### src/rtl/fixmul_pkg.sv
// Shared Q-format constants and the saturate-and-flag helper for the complex multiplier.
// Rounding is selected with the FIXMUL_CPLX_ROUND_EN macro in fixmul_round_sat.
package fixmul_pkg;

   localparam int     FRAC_BITS_DEF = 17;
   localparam int     OUT_BITS_DEF  = 19;
   localparam longint ONE           = 64'sd1 <<< FRAC_BITS_DEF;
   localparam longint SAT_MAX       = (64'sd1 <<< (OUT_BITS_DEF - 1)) - 64'sd1;
   localparam longint SAT_MIN       = -(64'sd1 <<< (OUT_BITS_DEF - 1));

   typedef struct packed {
      logic [63:0] val;
      logic        sat;
   } sat_res_t;

   // Clips a wide signed value into out_bits signed range; val is returned sign-extended.
   function automatic sat_res_t sat_wide(input logic signed [63:0] v, input int out_bits);
      logic signed [63:0] hi;
      logic signed [63:0] lo;
      sat_res_t           r;
      hi    = (64'sd1 <<< (out_bits - 1)) - 64'sd1;
      lo    = -(64'sd1 <<< (out_bits - 1));
      r.val = v;
      r.sat = 1'b0;
      if (v > hi) begin
         r.val = hi;
         r.sat = 1'b1;
      end else if (v < lo) begin
         r.val = lo;
         r.sat = 1'b1;
      end
      return r;
   endfunction

endpackage

### src/rtl/fixmul_cplx_pipe_if.sv
// Operand/result handshake bundle for fixmul_cplx_pipe; slave is the multiplier side.
interface fixmul_cplx_pipe_if
   import fixmul_pkg::*;
#(
   parameter int IN_BITS  = 19,
   parameter int OUT_BITS = 19,
   parameter int TAG_BITS = 4
);

   logic                       in_valid;
   logic                       in_ready;
   logic signed [IN_BITS-1:0]  a_re;
   logic signed [IN_BITS-1:0]  a_im;
   logic signed [IN_BITS-1:0]  b_re;
   logic signed [IN_BITS-1:0]  b_im;
   logic [TAG_BITS-1:0]        in_tag;

   logic                       out_valid;
   logic                       out_ready;
   logic signed [OUT_BITS-1:0] p_re;
   logic signed [OUT_BITS-1:0] p_im;
   logic [TAG_BITS-1:0]        out_tag;
   logic                       out_sat;
   logic                       sat_sticky;

   modport master (
      output in_valid, a_re, a_im, b_re, b_im, in_tag, out_ready,
      input  in_ready, out_valid, p_re, p_im, out_tag, out_sat, sat_sticky
   );

   modport slave (
      input  in_valid, a_re, a_im, b_re, b_im, in_tag, out_ready,
      output in_ready, out_valid, p_re, p_im, out_tag, out_sat, sat_sticky
   );

endinterface

### src/rtl/fixmul_round_sat.sv
// Combinational round/shift/saturate for one product component.
// FIXMUL_CPLX_ROUND_EN adds half an LSB before the shift; otherwise the shift truncates toward -inf.
module fixmul_round_sat
   import fixmul_pkg::*;
#(
   parameter int W_IN      = 39,
   parameter int OUT_BITS  = 19,
   parameter int FRAC_BITS = 17
) (
   input  logic signed [W_IN-1:0]     x,
   output logic signed [OUT_BITS-1:0] y,
   output logic                       sat
);

`ifdef FIXMUL_CPLX_ROUND_EN
   localparam logic signed [63:0] HALF = 64'sd1 <<< (FRAC_BITS - 1);
`endif

   logic signed [63:0] x_ext;
   logic signed [63:0] shifted;
   sat_res_t           res;
   logic               unused_hi;

   // The wide sum never overflows 64 bits, so rounding can be done before any clipping.
   always_comb begin
      x_ext = {{(64 - W_IN){x[W_IN-1]}}, x};
`ifdef FIXMUL_CPLX_ROUND_EN
      shifted = (x_ext + HALF) >>> FRAC_BITS;
`else
      shifted = x_ext >>> FRAC_BITS;
`endif
      res       = sat_wide(shifted, OUT_BITS);
      y         = res.val[OUT_BITS-1:0];
      sat       = res.sat;
      unused_hi = ^res.val[63:OUT_BITS];
   end

endmodule

### src/rtl/fixmul_cplx_pipe.sv
// Three-stage signed fixed-point complex multiplier with valid/ready, tag sideband and saturation flags.
// Rounding mode is chosen by FIXMUL_CPLX_ROUND_EN (see fixmul_round_sat).
module fixmul_cplx_pipe
   import fixmul_pkg::*;
#(
   parameter int IN_BITS   = 19,
   parameter int OUT_BITS  = 19,
   parameter int FRAC_BITS = FRAC_BITS_DEF,
   parameter int TAG_BITS  = 4
) (
   input logic               clk,
   input logic               rst_n,
   fixmul_cplx_pipe_if.slave bus
);

   localparam int PW = 2 * IN_BITS;
   localparam int SW = 2 * IN_BITS + 1;

   logic adv;

   logic                      v1_q,   v1_d;
   logic signed [IN_BITS-1:0] ar1_q,  ar1_d;
   logic signed [IN_BITS-1:0] ai1_q,  ai1_d;
   logic signed [IN_BITS-1:0] br1_q,  br1_d;
   logic signed [IN_BITS-1:0] bi1_q,  bi1_d;
   logic [TAG_BITS-1:0]       tag1_q, tag1_d;

   logic                      v2_q,   v2_d;
   logic signed [PW-1:0]      rr_q,   rr_d;
   logic signed [PW-1:0]      ii_q,   ii_d;
   logic signed [PW-1:0]      ri_q,   ri_d;
   logic signed [PW-1:0]      ir_q,   ir_d;
   logic [TAG_BITS-1:0]       tag2_q, tag2_d;

   logic                       v3_q,     v3_d;
   logic signed [OUT_BITS-1:0] p_re_q,   p_re_d;
   logic signed [OUT_BITS-1:0] p_im_q,   p_im_d;
   logic [TAG_BITS-1:0]        tag3_q,   tag3_d;
   logic                       sat3_q,   sat3_d;
   logic                       sticky_q, sticky_d;

   logic signed [SW-1:0]       re_sum;
   logic signed [SW-1:0]       im_sum;
   logic signed [OUT_BITS-1:0] re_rs;
   logic signed [OUT_BITS-1:0] im_rs;
   logic                       re_sat;
   logic                       im_sat;

   // The whole pipe moves or holds together, so a stalled output freezes every stage.
   assign adv          = !v3_q || bus.out_ready;
   assign bus.in_ready = adv;

   always_comb begin
      v1_d   = adv ? bus.in_valid : v1_q;
      ar1_d  = ar1_q;
      ai1_d  = ai1_q;
      br1_d  = br1_q;
      bi1_d  = bi1_q;
      tag1_d = tag1_q;
      if (adv && bus.in_valid) begin
         ar1_d  = bus.a_re;
         ai1_d  = bus.a_im;
         br1_d  = bus.b_re;
         bi1_d  = bus.b_im;
         tag1_d = bus.in_tag;
      end
   end

   always_comb begin
      v2_d   = adv ? v1_q : v2_q;
      rr_d   = rr_q;
      ii_d   = ii_q;
      ri_d   = ri_q;
      ir_d   = ir_q;
      tag2_d = tag2_q;
      if (adv && v1_q) begin
         rr_d   = PW'(ar1_q) * PW'(br1_q);
         ii_d   = PW'(ai1_q) * PW'(bi1_q);
         ri_d   = PW'(ar1_q) * PW'(bi1_q);
         ir_d   = PW'(ai1_q) * PW'(br1_q);
         tag2_d = tag1_q;
      end
   end

   // One extra bit covers (-2^(n-1))^2 - (-2^(n-1))*(2^(n-1)-1) style extremes.
   always_comb begin
      re_sum = SW'(rr_q) - SW'(ii_q);
      im_sum = SW'(ri_q) + SW'(ir_q);
   end

   fixmul_round_sat #(
      .W_IN      (SW),
      .OUT_BITS  (OUT_BITS),
      .FRAC_BITS (FRAC_BITS)
   ) u_rs_re (
      .x   (re_sum),
      .y   (re_rs),
      .sat (re_sat)
   );

   fixmul_round_sat #(
      .W_IN      (SW),
      .OUT_BITS  (OUT_BITS),
      .FRAC_BITS (FRAC_BITS)
   ) u_rs_im (
      .x   (im_sum),
      .y   (im_rs),
      .sat (im_sat)
   );

   always_comb begin
      v3_d     = adv ? v2_q : v3_q;
      p_re_d   = p_re_q;
      p_im_d   = p_im_q;
      tag3_d   = tag3_q;
      sat3_d   = sat3_q;
      sticky_d = sticky_q | (v3_q && bus.out_ready && sat3_q);
      if (adv && v2_q) begin
         p_re_d = re_rs;
         p_im_d = im_rs;
         tag3_d = tag2_q;
         sat3_d = re_sat | im_sat;
      end
   end

   always_ff @(posedge clk) begin
      if (!rst_n) begin
         v1_q     <= 1'b0;
         ar1_q    <= '0;
         ai1_q    <= '0;
         br1_q    <= '0;
         bi1_q    <= '0;
         tag1_q   <= '0;
         v2_q     <= 1'b0;
         rr_q     <= '0;
         ii_q     <= '0;
         ri_q     <= '0;
         ir_q     <= '0;
         tag2_q   <= '0;
         v3_q     <= 1'b0;
         p_re_q   <= '0;
         p_im_q   <= '0;
         tag3_q   <= '0;
         sat3_q   <= 1'b0;
         sticky_q <= 1'b0;
      end else begin
         v1_q     <= v1_d;
         ar1_q    <= ar1_d;
         ai1_q    <= ai1_d;
         br1_q    <= br1_d;
         bi1_q    <= bi1_d;
         tag1_q   <= tag1_d;
         v2_q     <= v2_d;
         rr_q     <= rr_d;
         ii_q     <= ii_d;
         ri_q     <= ri_d;
         ir_q     <= ir_d;
         tag2_q   <= tag2_d;
         v3_q     <= v3_d;
         p_re_q   <= p_re_d;
         p_im_q   <= p_im_d;
         tag3_q   <= tag3_d;
         sat3_q   <= sat3_d;
         sticky_q <= sticky_d;
      end
   end

   assign bus.out_valid  = v3_q;
   assign bus.p_re       = p_re_q;
   assign bus.p_im       = p_im_q;
   assign bus.out_tag    = tag3_q;
   assign bus.out_sat    = sat3_q;
   assign bus.sat_sticky = sticky_q;

endmodule
### src/flat_wrapper.sv
// flat-port wrapper written by rule: the top's interface ports become plain ports
module fixmul_cplx_pipe_flat import fixmul_pkg::*;
#(
   parameter int IN_BITS   = 19,
   parameter int OUT_BITS  = 19,
   parameter int FRAC_BITS = FRAC_BITS_DEF,
   parameter int TAG_BITS  = 4
)
  (clk, rst_n, bus_in_valid, bus_a_re, bus_a_im, bus_b_re, bus_b_im, bus_in_tag, bus_out_ready, bus_in_ready, bus_out_valid, bus_p_re, bus_p_im, bus_out_tag, bus_out_sat, bus_sat_sticky);
  fixmul_cplx_pipe_if #(.IN_BITS(IN_BITS), .OUT_BITS(OUT_BITS), .TAG_BITS(TAG_BITS)) bus_i ();
  input logic clk;
  input logic rst_n;
  input wire logic [$bits(bus_i.in_valid)-1:0] bus_in_valid;
  input wire logic [$bits(bus_i.a_re)-1:0] bus_a_re;
  input wire logic [$bits(bus_i.a_im)-1:0] bus_a_im;
  input wire logic [$bits(bus_i.b_re)-1:0] bus_b_re;
  input wire logic [$bits(bus_i.b_im)-1:0] bus_b_im;
  input wire logic [$bits(bus_i.in_tag)-1:0] bus_in_tag;
  input wire logic [$bits(bus_i.out_ready)-1:0] bus_out_ready;
  output wire logic [$bits(bus_i.in_ready)-1:0] bus_in_ready;
  output wire logic [$bits(bus_i.out_valid)-1:0] bus_out_valid;
  output wire logic [$bits(bus_i.p_re)-1:0] bus_p_re;
  output wire logic [$bits(bus_i.p_im)-1:0] bus_p_im;
  output wire logic [$bits(bus_i.out_tag)-1:0] bus_out_tag;
  output wire logic [$bits(bus_i.out_sat)-1:0] bus_out_sat;
  output wire logic [$bits(bus_i.sat_sticky)-1:0] bus_sat_sticky;
  assign bus_i.in_valid = bus_in_valid;
  assign bus_i.a_re = bus_a_re;
  assign bus_i.a_im = bus_a_im;
  assign bus_i.b_re = bus_b_re;
  assign bus_i.b_im = bus_b_im;
  assign bus_i.in_tag = bus_in_tag;
  assign bus_i.out_ready = bus_out_ready;
  assign bus_in_ready = bus_i.in_ready;
  assign bus_out_valid = bus_i.out_valid;
  assign bus_p_re = bus_i.p_re;
  assign bus_p_im = bus_i.p_im;
  assign bus_out_tag = bus_i.out_tag;
  assign bus_out_sat = bus_i.out_sat;
  assign bus_sat_sticky = bus_i.sat_sticky;
  fixmul_cplx_pipe #(.IN_BITS(IN_BITS), .OUT_BITS(OUT_BITS), .FRAC_BITS(FRAC_BITS), .TAG_BITS(TAG_BITS)) u_core (.clk(clk), .rst_n(rst_n), .bus(bus_i));
endmodule
### config.mk
export PLATFORM = sky130hd
export DESIGN_NAME = fixmul_cplx_pipe_flat
export DESIGN_NICKNAME = d
export VERILOG_FILES = /design/src/rtl/fixmul_pkg.sv /design/src/rtl/fixmul_cplx_pipe_if.sv /design/src/rtl/fixmul_round_sat.sv /design/src/rtl/fixmul_cplx_pipe.sv /design/src/flat_wrapper.sv
export SDC_FILE = /design/constraint.sdc
export NUM_CORES = 2
export LEC_CHECK = 0
export CORE_UTILIZATION = 30
export DETAILED_ROUTE_END_ITERATION = 8
export HOLD_SLACK_MARGIN = 0.08
export SYNTH_ARGS = -nofsm -noshare
export SYNTH_HDL_FRONTEND = slang
export SYNTH_SLANG_ARGS = --single-unit
### constraint.sdc
create_clock -name clk -period 9 [get_ports clk]
set_clock_uncertainty 0.1 [all_clocks]
set_input_delay 1.8 -clock clk [delete_from_list [all_inputs] [get_ports clk]]
set_output_delay 1.8 -clock clk [all_outputs]
set_load 0.01 [all_outputs]
==> metrics <==
worst-margin pin slew about 1200 ps; Avg WL per Cell slightly below 20 µm; EDFF count, synth 0; DP Wirelength between 150000 and 200000 µm; Adder-Cell Fraction of Synth Area about 55%; vias per inst 4.82; Post-CTS Setup Inserts 0; Leak 37.0 nW; Detailed Route WL between 150000 and 200000 µm; cts bufs inserted 43; post-CTS sizing 0; root buf cell clkbuf_16; core area ~220000 µm²; Rel. slew slack 21.0%; Final min period approximately 8000 ps; register bit total from synthesis 283; number of remaining DRC errors 0; Initial DRC Count 3221; share of cells above drive strength 1 under 10%; n_diodes 0; crit path launch type flip-flop; Max-Cap Viols 0; Antenna Nets Post-Route 0; CTS tree done; Worst Hold Launch u_core.rr_q[0]$_SDFFE_PN0P_; Mapped Area roughly 66000 µm²; maximum root-to-sink buffer count 3; Reg2Reg Depth 20; DRT Pass-1 Iters 5; type of the most critical hold path flip-flop to flip-flop; vias in the first global route about 52000; critical path arrival between 8000 and 9000 ps; initial antenna violation count 13; post-synthesis average cell area ~9.0 µm²; Tcrit/Tclk final approximately 90%; Synth Area in Simple Gates between 15 and 20%; die area about 220000 µm²; GRT Total Usage between 10% and 20%; # setup viols final 0; Power Dens Cells 107 nW/µm²; crit path capture type flip-flop; die width 472 µm; flop2flop setup slack 910 ps; Core Util, Final around a third; status complete, no violations; # H-tree levels 2; Final Hold Vio Count 0; Port Buffers 129; area delta synth->final 9.29%; multiplexer share of the synthesized area 0.172%; Required @ worst endpoint about 9400 ps; Fill cells roughly 23000; RSZ-0062 raised after global routing false; clock-pin slew on the worst setup and hold paths around 60 ps; Final Slew Violations 0; Top FF cell, synth dfxtp_1; Placer Congestion around 0.9; worst skew pair latency 630 ps; worst flop-to-flop path endpoint u_core.ri_q[36]$_SDFFE_PN0P_; reg-to-reg startpoint u_core.bi1_q[4]$_SDFFE_PN0P_; Initial Util a little under a third; Synth Area in Compound Gates ~7.5%; # rows 172; total gr overflow 0; Seq/Total Area, Yosys ~8.5%; largest family of logic cells by synthesized area adder cells; maximum VDD drop roughly 0.14 mV; largest net degree at the start of global routing between 100 and 150; Die Y roughly 470 µm; fmax about 120 MHz; Syn Nets approximately 9500; Setup TNS Final 0 ps; Vias between 40000 and 50000; XOR/XNOR Fraction of Synth Area under 10%; # IOs 130; Post-CTS Hold Fix Bufs 0; # clock sinks 283; WHS Path Cells 2; cells after synthesis between 7000 and 8000; CP Class flip-flop to flip-flop; final net count ~9400; number of library cell types mapped by synthesis 80; Worst Hold Endpoint u_core.rr_q[0]$_SDFFE_PN0P_; CP max FO 26; first-pass GRT wire length a little over 300000 µm; Synth warnings 0; Async SR Flop Fraction 0%
## synthesized netlist by cell type (3+ instances only)
cell type,count,share of area [%]
inv_1,1481,8.4
fa_1,1476,45
nand2_1,1084,6.1
and2_1,769,7.3
ha_1,526,9.9
clkbuf_1,388,2.2
a21oi_1,350,2.6
dfxtp_1,283,8.5
nor2_1,159,0.90
xnor2_1,142,1.9
o21ai_0,130,0.98
a21o_1,89,1.0
xor2_1,59,0.78
nand3_1,51,0.39
a31oi_1,39,0.37
nand2b_1,34,0.32
a211oi_1,29,0.33
o21bai_1,24,0.27
nor3_1,20,0.15
o21a_1,20,0.23
o211a_1,19,0.29
nor2b_1,15,0.14
and3_1,14,0.13
nand4_1,13,0.12
o21ai_1,12,0.091
o211ai_1,10,0.11
or3_1,10,0.094
a211o_1,8,0.11
mux2i_1,8,0.12
a21boi_0,7,0.079
a31o_2,7,0.093
o31ai_1,7,0.079
or2_2,6,0.057
a2111oi_0,5,0.066
a41oi_1,4,0.053
nor3b_1,4,0.045
o2111ai_1,4,0.053
a311oi_1,3,0.040
nand3b_1,3,0.034
nor4_1,3,0.028
or4_1,3,0.034
## routing by layer
layer,vias to the layer above,GRT usage (%),share of wire [%]
li1,21900,-,-
met1,25400,24.2,44
met2,1536,29.1,46
met3,303,2.82,6.5
met4,14,6.67,4.1
met5,-,0,0.047
## cells in the final DEF, fill, tap and decap left out, types with 12 or more instances in the layout
| master | n |
|---|---|
| clkdlybuf4s50_1 | 128 |
| a21o_1 | 89 |
| a31oi_1 | 39 |
| o21a_1 | 20 |
| nor3_1 | 20 |
| inv_1 | 1481 |
| nor2b_1 | 15 |
| buf_4 | 148 |
| o21ai_0 | 130 |
| o21ai_1 | 12 |
| and2_1 | 767 |
| nand4_1 | 13 |
| xor2_1 | 59 |
| nand3_1 | 51 |
| fa_1 | 1476 |
| nor2_1 | 158 |
| clkbuf_16 | 43 |
| xnor2_1 | 142 |
| a211oi_1 | 29 |
| a21oi_1 | 350 |
| nand2b_1 | 34 |
| ha_1 | 526 |
| and3_1 | 14 |
| o21bai_1 | 24 |
| dfxtp_1 | 283 |
| nand2_1 | 1082 |
| o211a_1 | 19 |
## logic make-up (layout without fill, tap and decap cells)
kind of cell,count (synthesis),count (layout)
AOI/OAI and AO/OA,802,802
xor gates and xnor gates,201,201
adders and majority gates,2002,2002
buffers and inverters,1879,1844
DFF,283,283
muxes,10,10
and+or+nand+nor,2194,2194
## report_power, final
group          internal [mW]  switching (mW)
clock network           1.10           0.751
registers               1.36           0.191
logic                   1.67            2.67
total                   4.14            3.61
## final cells by class
| cell class | count | area, µm² | area share, % |
|---|---|---|---|
| flip-flops and latches | 283 | 5670 | 7.82 |
| well taps | 2871 | 3590 | 4.96 |
| repair buffers | 284 | 2540 | 3.50 |
| clock buffers | 53 | 1160 | 1.61 |
| inverters | 1483 | 5570 | 7.70 |
| multi-input cells | 5209 | 53600 | 73.9 |
| clock inverters | 24 | 339 | 0.468 |
## worst max-delay path, stage by stage, from the launching register on
cell	delay, ps
dfxtp_1	790
buf_4	460
nand2_1	200
fa_1	540
fa_1	500
fa_1	890
inv_1	340
fa_1	530
fa_1	560
fa_1	410
ha_1	290
ha_1	350
a21o_1	180
a21oi_1	180
nor2_1	70
a211oi_1	290
a21oi_1	110
a2111oi_0	650
a21oi_1	180
xnor2_1	180
o21ai_0	90
## sequential cells by signal (all words and copies together), names as in the netlist, 19 cells and up
register and cells:
u_core.ai1_q 19, u_core.ar1_q 19, u_core.bi1_q 19, u_core.br1_q 19
u_core.bus.p_im 19, u_core.bus.p_re 19, u_core.ii_q 38, u_core.ir_q 38
u_core.ri_q 38, u_core.rr_q 38
## through the flow
step | setup WS [ps] | total power, mW | hold slack (ps) | area (µm²) | instances
5_1_grt | 435 | 8.34 | 369 | 72400 | 10200
3_5_place_dp | 1010 | 5.88 | 342 | 70900 | 10100
2_1_floorplan | 2060 | 4.42 | 325 | 66300 | 7371
3_3_place_gp | 1070 | 5.81 | 337 | 70900 | 10100
4_1_cts | 993 | 7.80 | 351 | 72400 | 10200
6_report | 912 | 7.75 | 347 | 72400 | 10200
## how the worst max path moves through the flow
| stage | slack (ps) | endpoint | cells past startpoint | from |
|---|---|---|---|---|
| 6_report | 910 | u_core.ri_q[36]$_SDFFE_PN0P_ | 20 | u_core.bi1_q[4]$_SDFFE_PN0P_ |
| 2_1_floorplan | 2060 | u_core.ri_q[36]$_SDFFE_PN0P_ | 23 | u_core.bi1_q[4]$_SDFFE_PN0P_ |
| 3_3_place_gp | 1070 | u_core.ri_q[36]$_SDFFE_PN0P_ | 20 | u_core.bi1_q[4]$_SDFFE_PN0P_ |
| 4_1_cts | 990 | u_core.ri_q[36]$_SDFFE_PN0P_ | 20 | u_core.bi1_q[4]$_SDFFE_PN0P_ |
| 5_1_grt | 440 | u_core.ii_q[36]$_SDFFE_PN0P_ | 24 | u_core.ai1_q[6]$_SDFFE_PN0P_ |
| 3_5_place_dp | 1010 | u_core.ii_q[36]$_SDFFE_PN0P_ | 22 | u_core.ai1_q[5]$_SDFFE_PN0P_ |
(Power assumes the default switching activity.)
